## config.mk

```make
export PLATFORM = sky130hd
export DESIGN_NAME = fpu_wb_queue_flat
export DESIGN_NICKNAME = d
export VERILOG_FILES = /design/src/rtl/fpu_pkg.sv /design/src/rtl/fpu_wb_queue_if.sv /design/src/rtl/fpu_fwd_lookup.sv /design/src/rtl/fpu_wb_queue.sv /design/src/flat_wrapper.sv
export SDC_FILE = /design/constraint.sdc
export NUM_CORES = 1
export LEC_CHECK = 0
export BUFFER_PORTS_ARGS = -buffer_cell sky130_fd_sc_hd__buf_4
export CAP_MARGIN = 20
export CORE_UTILIZATION = 63
export DETAILED_ROUTE_END_ITERATION = 12
export PLACE_DENSITY = 0.94
export SYNTH_ARGS = -nofsm -noshare
export SYNTH_HDL_FRONTEND = slang
export SYNTH_SLANG_ARGS = --single-unit
```

## constraint.sdc

```tcl
create_clock -name clk -period 10.05 [get_ports clk]
set_input_delay 2.5125 -clock clk [delete_from_list [all_inputs] [get_ports clk]]
set_output_delay 2.5125 -clock clk [all_outputs]
set_load 0.05 [all_outputs]
```

## src/rtl/fpu_pkg.sv

```systemverilog
// Shared FPU types: register address/data widths and the writeback result pair.
package fpu_pkg;
    localparam int ADDR_W = 6;
    localparam int DATA_W = 32;
    localparam logic [ADDR_W-1:0] NO_WB_ADDR = '0;

    typedef struct packed {
        logic [ADDR_W-1:0] addr;
        logic [DATA_W-1:0] data;
    } fpu_result_t;
endpackage

```

## src/rtl/fpu_wb_queue_if.sv

```systemverilog
// FPU writeback queue bus: result input, register-file write port and forwarding lookups.
interface fpu_wb_queue_if import fpu_pkg::*; #(parameter int DEPTH = 4);
    logic                     in_valid;
    logic                     in_ready;
    logic [ADDR_W-1:0]        in_addr;
    logic [DATA_W-1:0]        in_data;
    logic                     wr_en;
    logic [ADDR_W-1:0]        wr_addr;
    logic [DATA_W-1:0]        wr_data;
    logic                     wr_grant;
    logic [ADDR_W-1:0]        fwd_addr_a;
    logic                     fwd_hit_a;
    logic [DATA_W-1:0]        fwd_data_a;
    logic [ADDR_W-1:0]        fwd_addr_b;
    logic                     fwd_hit_b;
    logic [DATA_W-1:0]        fwd_data_b;
    logic [$clog2(DEPTH):0]   count;

    modport master (
        output in_valid, in_addr, in_data, wr_grant, fwd_addr_a, fwd_addr_b,
        input  in_ready, wr_en, wr_addr, wr_data, fwd_hit_a, fwd_data_a,
               fwd_hit_b, fwd_data_b, count
    );

    modport slave (
        input  in_valid, in_addr, in_data, wr_grant, fwd_addr_a, fwd_addr_b,
        output in_ready, wr_en, wr_addr, wr_data, fwd_hit_a, fwd_data_a,
               fwd_hit_b, fwd_data_b, count
    );
endinterface

```

## src/rtl/fpu_fwd_lookup.sv

```systemverilog
// Youngest-first search of the queued results for one operand address.
module fpu_fwd_lookup import fpu_pkg::*; #(
    parameter  int DEPTH = 4,
    localparam int PW    = $clog2(DEPTH)
) (
    input  logic [DEPTH-1:0]        i_vld,
    input  fpu_result_t [DEPTH-1:0] i_ent,
    input  logic [PW-1:0]           i_head,
    input  logic [ADDR_W-1:0]       i_addr,
    output logic                    o_hit,
    output logic [DATA_W-1:0]       o_data
);
    logic [PW-1:0] w_idx;

    // Walk oldest to youngest so the last match (closest to tail) wins.
    always_comb begin
        o_hit  = 1'b0;
        o_data = '0;
        w_idx  = '0;
        for (int k = 0; k < DEPTH; k++) begin
            w_idx = i_head + PW'(k);
            if (i_vld[w_idx] && (i_ent[w_idx].addr == i_addr) && (i_addr != NO_WB_ADDR)) begin
                o_hit  = 1'b1;
                o_data = i_ent[w_idx].data;
            end
        end
    end
endmodule

```

## src/rtl/fpu_wb_queue.sv

```systemverilog
// In-order FIFO between the FPU and the shared register-file write port,
// with two combinational forwarding lookups over pending results.
module fpu_wb_queue import fpu_pkg::*; #(
    parameter int DEPTH = 4
) (
    input  logic          clk,
    input  logic          rst,
    fpu_wb_queue_if.slave bus
);
    localparam int PW = $clog2(DEPTH);
    localparam logic [PW:0] CNT_FULL = (PW + 1)'(DEPTH);

    logic [DEPTH-1:0]        r_vld;
    fpu_result_t [DEPTH-1:0] r_ent;
    logic [PW-1:0]           r_head;
    logic [PW-1:0]           r_tail;
    logic [PW:0]             r_count;

    logic w_in_ready;
    logic w_wr_en;
    logic w_push;
    logic w_pop;

    // Ready depends only on registered occupancy: a full queue never takes a
    // result in the same cycle a grant frees a slot.
    assign w_in_ready = !rst && (r_count != CNT_FULL);
    assign w_wr_en    = r_vld[r_head];
    assign w_push     = bus.in_valid && w_in_ready && (bus.in_addr != NO_WB_ADDR);
    assign w_pop      = w_wr_en && bus.wr_grant;

    always_ff @(posedge clk) begin
        if (rst) begin
            r_vld   <= '0;
            r_head  <= '0;
            r_tail  <= '0;
            r_count <= '0;
        end else begin
            if (w_push) begin
                r_vld[r_tail] <= 1'b1;
                r_tail        <= r_tail + 1'b1;
            end
            if (w_pop) begin
                r_vld[r_head] <= 1'b0;
                r_head        <= r_head + 1'b1;
            end
            case ({w_push, w_pop})
                2'b10:   r_count <= r_count + 1'b1;
                2'b01:   r_count <= r_count - 1'b1;
                default: r_count <= r_count;
            endcase
        end
    end

    // Payload storage carries no reset; validity is tracked by r_vld alone.
    always_ff @(posedge clk) begin
        if (w_push) r_ent[r_tail] <= '{addr: bus.in_addr, data: bus.in_data};
    end

    assign bus.in_ready = w_in_ready;
    assign bus.wr_en    = w_wr_en;
    assign bus.wr_addr  = r_ent[r_head].addr;
    assign bus.wr_data  = r_ent[r_head].data;
    assign bus.count    = r_count;

    fpu_fwd_lookup #(.DEPTH(DEPTH)) u_fwd_a (
        .i_vld  (r_vld),
        .i_ent  (r_ent),
        .i_head (r_head),
        .i_addr (bus.fwd_addr_a),
        .o_hit  (bus.fwd_hit_a),
        .o_data (bus.fwd_data_a)
    );

    fpu_fwd_lookup #(.DEPTH(DEPTH)) u_fwd_b (
        .i_vld  (r_vld),
        .i_ent  (r_ent),
        .i_head (r_head),
        .i_addr (bus.fwd_addr_b),
        .o_hit  (bus.fwd_hit_b),
        .o_data (bus.fwd_data_b)
    );
endmodule

```

## src/flat_wrapper.sv

```systemverilog
// flat-port wrapper written by rule: the top's interface ports become plain ports
module fpu_wb_queue_flat import fpu_pkg::*;
#(
    parameter int DEPTH = 4
)
  (clk, rst, bus_in_valid, bus_in_addr, bus_in_data, bus_wr_grant, bus_fwd_addr_a, bus_fwd_addr_b, bus_in_ready, bus_wr_en, bus_wr_addr, bus_wr_data, bus_fwd_hit_a, bus_fwd_data_a, bus_fwd_hit_b, bus_fwd_data_b, bus_count);
  fpu_wb_queue_if #(.DEPTH(DEPTH)) bus_i ();
  input  logic clk;
  input  logic rst;
  input wire logic [$bits(bus_i.in_valid)-1:0] bus_in_valid;
  input wire logic [$bits(bus_i.in_addr)-1:0] bus_in_addr;
  input wire logic [$bits(bus_i.in_data)-1:0] bus_in_data;
  input wire logic [$bits(bus_i.wr_grant)-1:0] bus_wr_grant;
  input wire logic [$bits(bus_i.fwd_addr_a)-1:0] bus_fwd_addr_a;
  input wire logic [$bits(bus_i.fwd_addr_b)-1:0] bus_fwd_addr_b;
  output wire logic [$bits(bus_i.in_ready)-1:0] bus_in_ready;
  output wire logic [$bits(bus_i.wr_en)-1:0] bus_wr_en;
  output wire logic [$bits(bus_i.wr_addr)-1:0] bus_wr_addr;
  output wire logic [$bits(bus_i.wr_data)-1:0] bus_wr_data;
  output wire logic [$bits(bus_i.fwd_hit_a)-1:0] bus_fwd_hit_a;
  output wire logic [$bits(bus_i.fwd_data_a)-1:0] bus_fwd_data_a;
  output wire logic [$bits(bus_i.fwd_hit_b)-1:0] bus_fwd_hit_b;
  output wire logic [$bits(bus_i.fwd_data_b)-1:0] bus_fwd_data_b;
  output wire logic [$bits(bus_i.count)-1:0] bus_count;
  assign bus_i.in_valid = bus_in_valid;
  assign bus_i.in_addr = bus_in_addr;
  assign bus_i.in_data = bus_in_data;
  assign bus_i.wr_grant = bus_wr_grant;
  assign bus_i.fwd_addr_a = bus_fwd_addr_a;
  assign bus_i.fwd_addr_b = bus_fwd_addr_b;
  assign bus_in_ready = bus_i.in_ready;
  assign bus_wr_en = bus_i.wr_en;
  assign bus_wr_addr = bus_i.wr_addr;
  assign bus_wr_data = bus_i.wr_data;
  assign bus_fwd_hit_a = bus_i.fwd_hit_a;
  assign bus_fwd_data_a = bus_i.fwd_data_a;
  assign bus_fwd_hit_b = bus_i.fwd_hit_b;
  assign bus_fwd_data_b = bus_i.fwd_data_b;
  assign bus_count = bus_i.count;
  fpu_wb_queue #(.DEPTH(DEPTH)) u_core (.clk(clk), .rst(rst), .bus(bus_i));
endmodule
```

==> results of run 1 <==
==> metal layers <==
layer	up-vias	track usage [%]	wire length, um
li1	3562	-	-
met1	4338	44.63	10300
met2	900	54.99	15350
met3	192	8.904	4267
met4	0	19.73	1561
met5	-	0	0
==> tightest hold or removal path, delay by kind of cell (launching register included) <==
family	cells	cell delay, ns
DFF	1	0.33
AOI/OAI and AO/OA	2	0.14
==> layout by cell type, fill, tap and decap left out, drive strengths merged, types with 9 or more instances in the layout <==
cell,instances
buf,175
edfxtp,152
mux4,148
nor2,61
a22oi,52
mux2i,42
xnor2,40
o21ai,39
nand2,27
a211oi,22
clkbuf,17
a21oi,16
inv,16
nand3,15
o22ai,12
xor2,11
dfxtp,11
a31oi,10
ha,9
==> logic make-up after synthesis <==
| kind of cell | share of synthesized area [%] |
|---|---|
| AOI/OAI and AO/OA | 9.526 |
| xor gates and xnor gates | 3.968 |
| adders and majority gates | 1.178 |
| buffers and inverters | 3.490 |
| DFF | 42.51 |
| muxes | 33.85 |
| and+or+nand+nor | 5.480 |
==> registers in the layout, summed over array words and instances (netlist names) <==
| name | cells |
|---|---|
| u_core.r_head | 2 |
| u_core.r_ent | 152 |
| u_core.bus.count | 3 |
| u_core.r_tail | 2 |
| u_core.r_vld | 4 |
==> stage by stage <==
stage / cells / power [mW] / cell area (sq um)
final: 1157 / 1.727 / 13150
after global routing: 1156 / 1.772 / 13150
after CTS: 1155 / 1.722 / 13130
after detailed placement: 1123 / 1.105 / 12560
after global placement: 1122 / 1.095 / 12530
after floorplan: 803 / 1.023 / 11260
==> power breakdown <==
group / internal [mW] / total [mW] / switching, mW
Combinational: 0.138 / 0.318 / 0.180
Sequential: 0.760 / 0.782 / 0.0218
Clock: 0.347 / 0.628 / 0.281
==> how the worst min path moves through the flow <==
stage,depth (start not counted),start,end,slack (ns)
2_1_floorplan,2,u_core.r_vld[3],u_core.r_vld[3],0.50
3_3_place_gp,2,u_core.bus.count[2],u_core.bus.count[2],0.49
3_5_place_dp,2,u_core.bus.count[2],u_core.bus.count[2],0.51
4_1_cts,2,u_core.bus.count[2],u_core.bus.count[2],0.52
5_1_grt,2,u_core.bus.count[2],u_core.bus.count[2],0.56
6_report,2,u_core.bus.count[2],u_core.bus.count[2],0.52
==> cell type report <==
cell class / count / area (sq um) / share of cell area [%]
multi-input cells: 552 / 6128 / 46.59
flip-flops and latches: 163 / 4792 / 36.43
repair buffers: 175 / 1346 / 10.23
clock buffers: 17 / 425.4 / 3.234
well taps: 225 / 281.5 / 2.140
clock inverters: 15 / 143.9 / 1.094
inverters: 9 / 33.78 / 0.2568
diodes: 1 / 2.502 / 0.01902
==> flow_summary.toml, run 1 <==
[worst_setup_path]
criticalPathCategory = "input pin to output port"
worstPathCellList = "buf_4 -> nor4_1 -> a21boi_0 -> nand4_1 -> or2_2 -> nand2_1 -> buf_16 -> o21ai_0 -> a31oi_1 -> buf_4"
worstRegToRegCells = 9
r2r_slack_ns = 6.61
path_depth = 10
critPathMostFrequentCell = "buf_4"
worst_setup_path_end_kind = "output port"
crit_family = "simple AND/OR/NAND/NOR gates"
reg2reg_from = "u_core.r_head[1]"
cp_slowest_cell = "or2_2"
cp.required_ns = 7.54
critPathMaxStageDelay_ns = 0.68
critPathArrivalTime_ns = 5.70
path_max_fanout = 31
critPathBufInv = 3
endpoint = "bus_fwd_data_b[2]"
rr_endpoint = "u_core.bus.count[2]"
startpoint = "bus_fwd_addr_b[0]"
critPathLaunchType = "input pin"

[logic_synthesis]
syn_area_sq_um = 11260
ys_ff_latch = 163
synth_commonest_cells = "edfxtp_1, mux4_2, nor2_1, a22oi_1, clkbuf_1"
synth_top_cell_by_area = "edfxtp_1"
synth_top_area_share_pct = 40.55
syn_nets = 867
yosysMostFrequentCell = "edfxtp_1"
dominantRegCellSynth = "edfxtp_1"
seq_area_frac_synth_pct = 42.51
synth_edf_count = 152
async_flop_share_pct = 0
yosys.cell_types.count = 45
syn_inst = 803
yosys-top-cells-area = "edfxtp_1, mux4_2, mux2i_1"
yosys_warnings = 0
synth_area_per_cell_sq_um = 14.02

[pwr]
worst_ir_drop_vdd_uv = 118.6
leakage_nw = 4.182
power_density_nw_per_um2 = 131.3

[sta]
final.setup.tns_ns = 0
hold_violations = 0
min_period_over_period_pct = 81.68
drv_slew = 0
period_needed_ns = 8.209
rsz0062_at_grt = "no"
finalWorstSetupSlack_ns = 1.841
max_freq_mhz = 121.8
slew_headroom_pct = 25.77
max_slew.worst_pin.slew_ns = 1.113
hold_ws_ns = 0.5173
setup_viol = 0
fin_skew_ns = 0.008334

[cts]
cts_resized = 0
hold_buffers = 0
cts_root_buf = "clkbuf_16"
cts_tree = "yes"
htreeDepth = 4
clkTransAtPathRegs_ns = 0.06
clock_sinks = 163
clock_path_buffers = 2
cts_setup_buffers = 0
cts_buffers = 17
clkLatencyLatePin_ns = 0.43

[die]
io_pins = 163
die_h_um = 135.7
row_count = 48
die-area_sq_um = 18410
coreArea_sq_um = 17360
initial_core_util_pct = 64.85
fp.dieW_um = 135.7

[drt]
drt_iter0_drc = 1353
ant_nets = 0
route.detailed.drc = 0
via_per_inst = 7.772
num_vias = 8992
first_pass_iters = 6
post_drt_wl_per_cell_um = 27.21
finalWirelength_um = 31480

[min_path]
hp-class = "flip-flop to flip-flop"

[global_routing]
grt_start_max_net_pins = 81
antenna_found_initial = 1
grt_usage_pct = 34.99
grt_overflow = 0
grt_pass1_vias = 8738
grt_pass1_wl_um = 47580

[finish]
drive_gt1_share_pct = 40.39
fillers = 931
fin_util_pct = 75.79
nNetsFinal = 982
area_growth_syn_to_layout_pct = 16.86

[placed_design]
portBuffers = 162
gp_congestion = 0.8978
dp_hpwl_um = 19320
dp_slack_ns = 2.126

[status]
status = "finished, final reports clean"

[job]
maxCapViolations = 0
No activity file was read; power rests on OpenSTA's default activity.
==> run 2, diff against run 1 <==
--- a/config.mk
+++ b/config.mk
@@ -7,9 +7,9 @@
 export LEC_CHECK = 0
 export BUFFER_PORTS_ARGS = -buffer_cell sky130_fd_sc_hd__buf_4
 export CAP_MARGIN = 20
-export CORE_UTILIZATION = 63
+export CORE_UTILIZATION = 59
 export DETAILED_ROUTE_END_ITERATION = 12
-export PLACE_DENSITY = 0.94
+export PLACE_DENSITY = 0.89
 export SYNTH_ARGS = -nofsm -noshare
 export SYNTH_HDL_FRONTEND = slang
 export SYNTH_SLANG_ARGS = --single-unit
==> constraint.sdc (replaced) <==
create_clock -name clk -period 8.3 [get_ports clk]
set_input_delay 2.075 -clock clk [delete_from_list [all_inputs] [get_ports clk]]
set_output_delay 2.075 -clock clk [all_outputs]
set_load 0.05 [all_outputs]
==> run 2 against run 1 <==
First-iteration DRC count down 7.3%. Cell area is essentially flat. Power rose by 20%. Die area rose by 6.7%. Clock skew is 0.00063 ns lower. Hold slack better by 0.0073 ns. Combinational power is 23% higher. Sequential power up 20%. Non-clock buffer count grew 5.
==> flow_summary.toml, run 2 (synthesized netlist as in run 1, its figures left out) <==
[status]
status = "finished, final reports clean"

[drt]
drt_iter0_drc = 1254
top_layer_used = "met4"
finalWirelength_um = 31340
wl_met1_um = 11130
route.detailed.drc = 0
first_pass_iters = 7
ant_nets = 0
wl_met3_um = 3788
num_vias = 8734
via_per_inst = 7.471
dr_wl_met2_um = 15250
post_drt_wl_per_cell_um = 26.81

[finish]
regMostFlops = "u_core.r_ent"
most-common-layout-cells = "buf_4, edfxtp_1, mux4_2"
area_growth_syn_to_layout_pct = 16.89
stdcell_count = 1169
drive_gt1_share_pct = 39.94
largest_register_ffs = 152
nNetsFinal = 987
finalInstanceArea_sq_um = 13160
final_common_cell = "buf_4"

[cts]
cts_buffers = 17
cts_tree = "yes"
cts_resized = 0
clkLatencyLatePin_ns = 0.43
hold_buffers = 0
cts_root_buf = "clkbuf_16"
clock_sinks = 163
htreeDepth = 4
cts_setup_buffers = 0
clkTransAtPathRegs_ns = 0.06
clock_path_buffers = 2

[sta]
drv_slew = 0
finalWorstSetupSlack_ns = 1.297
period_needed_ns = 7.003
setup_viol = 0
fin_skew_ns = 0.007706
max_freq_mhz = 142.8
max_slew.worst_pin.slew_ns = 1.141
slew_headroom_pct = 23.93
hold_violations = 0
rsz0062_at_grt = "no"
min_period_over_period_pct = 84.37
final.setup.tns_ns = 0

[worst_setup_path]
critPathMostFrequentCell = "buf_4"
critPathLaunchType = "flip-flop"
cp.required_ns = 6.23
criticalPathCategory = "flip-flop to output port"
worstPathCellList = "inv_1 -> ha_4 -> buf_4 -> mux4_2 -> a21boi_0 -> nand4_1 -> or2_2 -> nand2_1 -> buf_4 -> o22ai_1 -> a31oi_1 -> buf_4"
critPathArrivalTime_ns = 4.93
cp_slowest_cell = "ha_4"
path_max_fanout = 46
critPathMaxStageDelay_ns = 0.81
worst_setup_path_end_kind = "output port"

[placed_design]
dpl.cell_count = 1137
portBuffers = 162
dp_slack_ns = 1.341
gp_congestion = 0.9428
dp_hpwl_um = 19700
post_dp_cell_area_sq_um = 12590

[global_routing]
antenna_found_initial = 1
grt_pass1_wl_um = 48020
grt_start_max_net_pins = 166
grt_usage_pct = 32.56
grt_pass1_vias = 8590
grt_overflow = 0

[die]
die_h_um = 140.1
row_count = 50
initial_core_util_pct = 60.17
fp.dieW_um = 140.1
coreArea_sq_um = 18710
die-area_sq_um = 19630
io_pins = 163

[pwr]
power.total_mw = 2.072
leakage_nw = 4.186
worst_ir_drop_vdd_uv = 162.8
power_density_nw_per_um2 = 157.5

[job]
maxCapViolations = 0

[min_path]
hp-class = "flip-flop to flip-flop"
## run 2: changes by cell type in the layout (fill, tap and decap cells not counted), sizes merged
cell      delta
buf          +5
bufinv       +1
inv          -6
clkbuf       +1
clkinvlp     -1
clkinv       +3
## run 2: final timing paths
| path | startpoint | to | slack, ns | cells past startpoint |
|---|---|---|---|---|
| max | u_core.r_head[1] | bus_fwd_data_b[7] | 1.30 | 12 |
| max reg2reg | u_core.r_head[0] | u_core.bus.count[2] | 4.69 | 9 |
| min | u_core.bus.count[2] | u_core.bus.count[2] | 0.52 | 2 |
| min reg2reg | u_core.bus.count[2] | u_core.bus.count[2] | 0.52 | 2 |
## run 2: power by group
part / switching [mW] / total [mW] / internal, mW / leakage (nW)
combinational: 0.224 / 0.391 / 0.168 / 2.45
sequential: 0.0178 / 0.938 / 0.920 / 1.47
clock: 0.309 / 0.743 / 0.434 / 0.260
total: 0.550 / 2.07 / 1.52 / 4.19
## run 2: cell type report
type,count,area [sq um]
multi-input cells,552,6118
clock inverters,12,116.4
inverters,9,33.78
clock buffers,18,429.2
well taps,234,292.8
fillers,1198,5549
diodes,1,2.502
repair buffers,180,1371
flip-flops and latches,163,4792
## run 2: through the flow
stage	util (%)	hold WS, ns
final	70.33	0.5246
after global routing	70.32	0.5465
after CTS	70.24	0.5280
after detailed placement	67.32	0.5197
after global placement	67.32	0.4898
after floorplan	-	0.4987
## run 2: worst max-delay path, delay by kind of cell, from the launching register on
family | cells | cell delay [ns]
compound gates | 3 | 0.63
flops | 1 | 0.34
fa+ha+maj | 1 | 0.81
simple gates | 3 | 0.90
mux | 1 | 0.37
buf+inv | 4 | 1.44
## run 2: metal layers
metal	GRT usage, %	up-vias
li1	-	3559
met1	42.67	4284
met2	52.82	775
met3	6.940	116
met4	14.69	0
met5	0	-
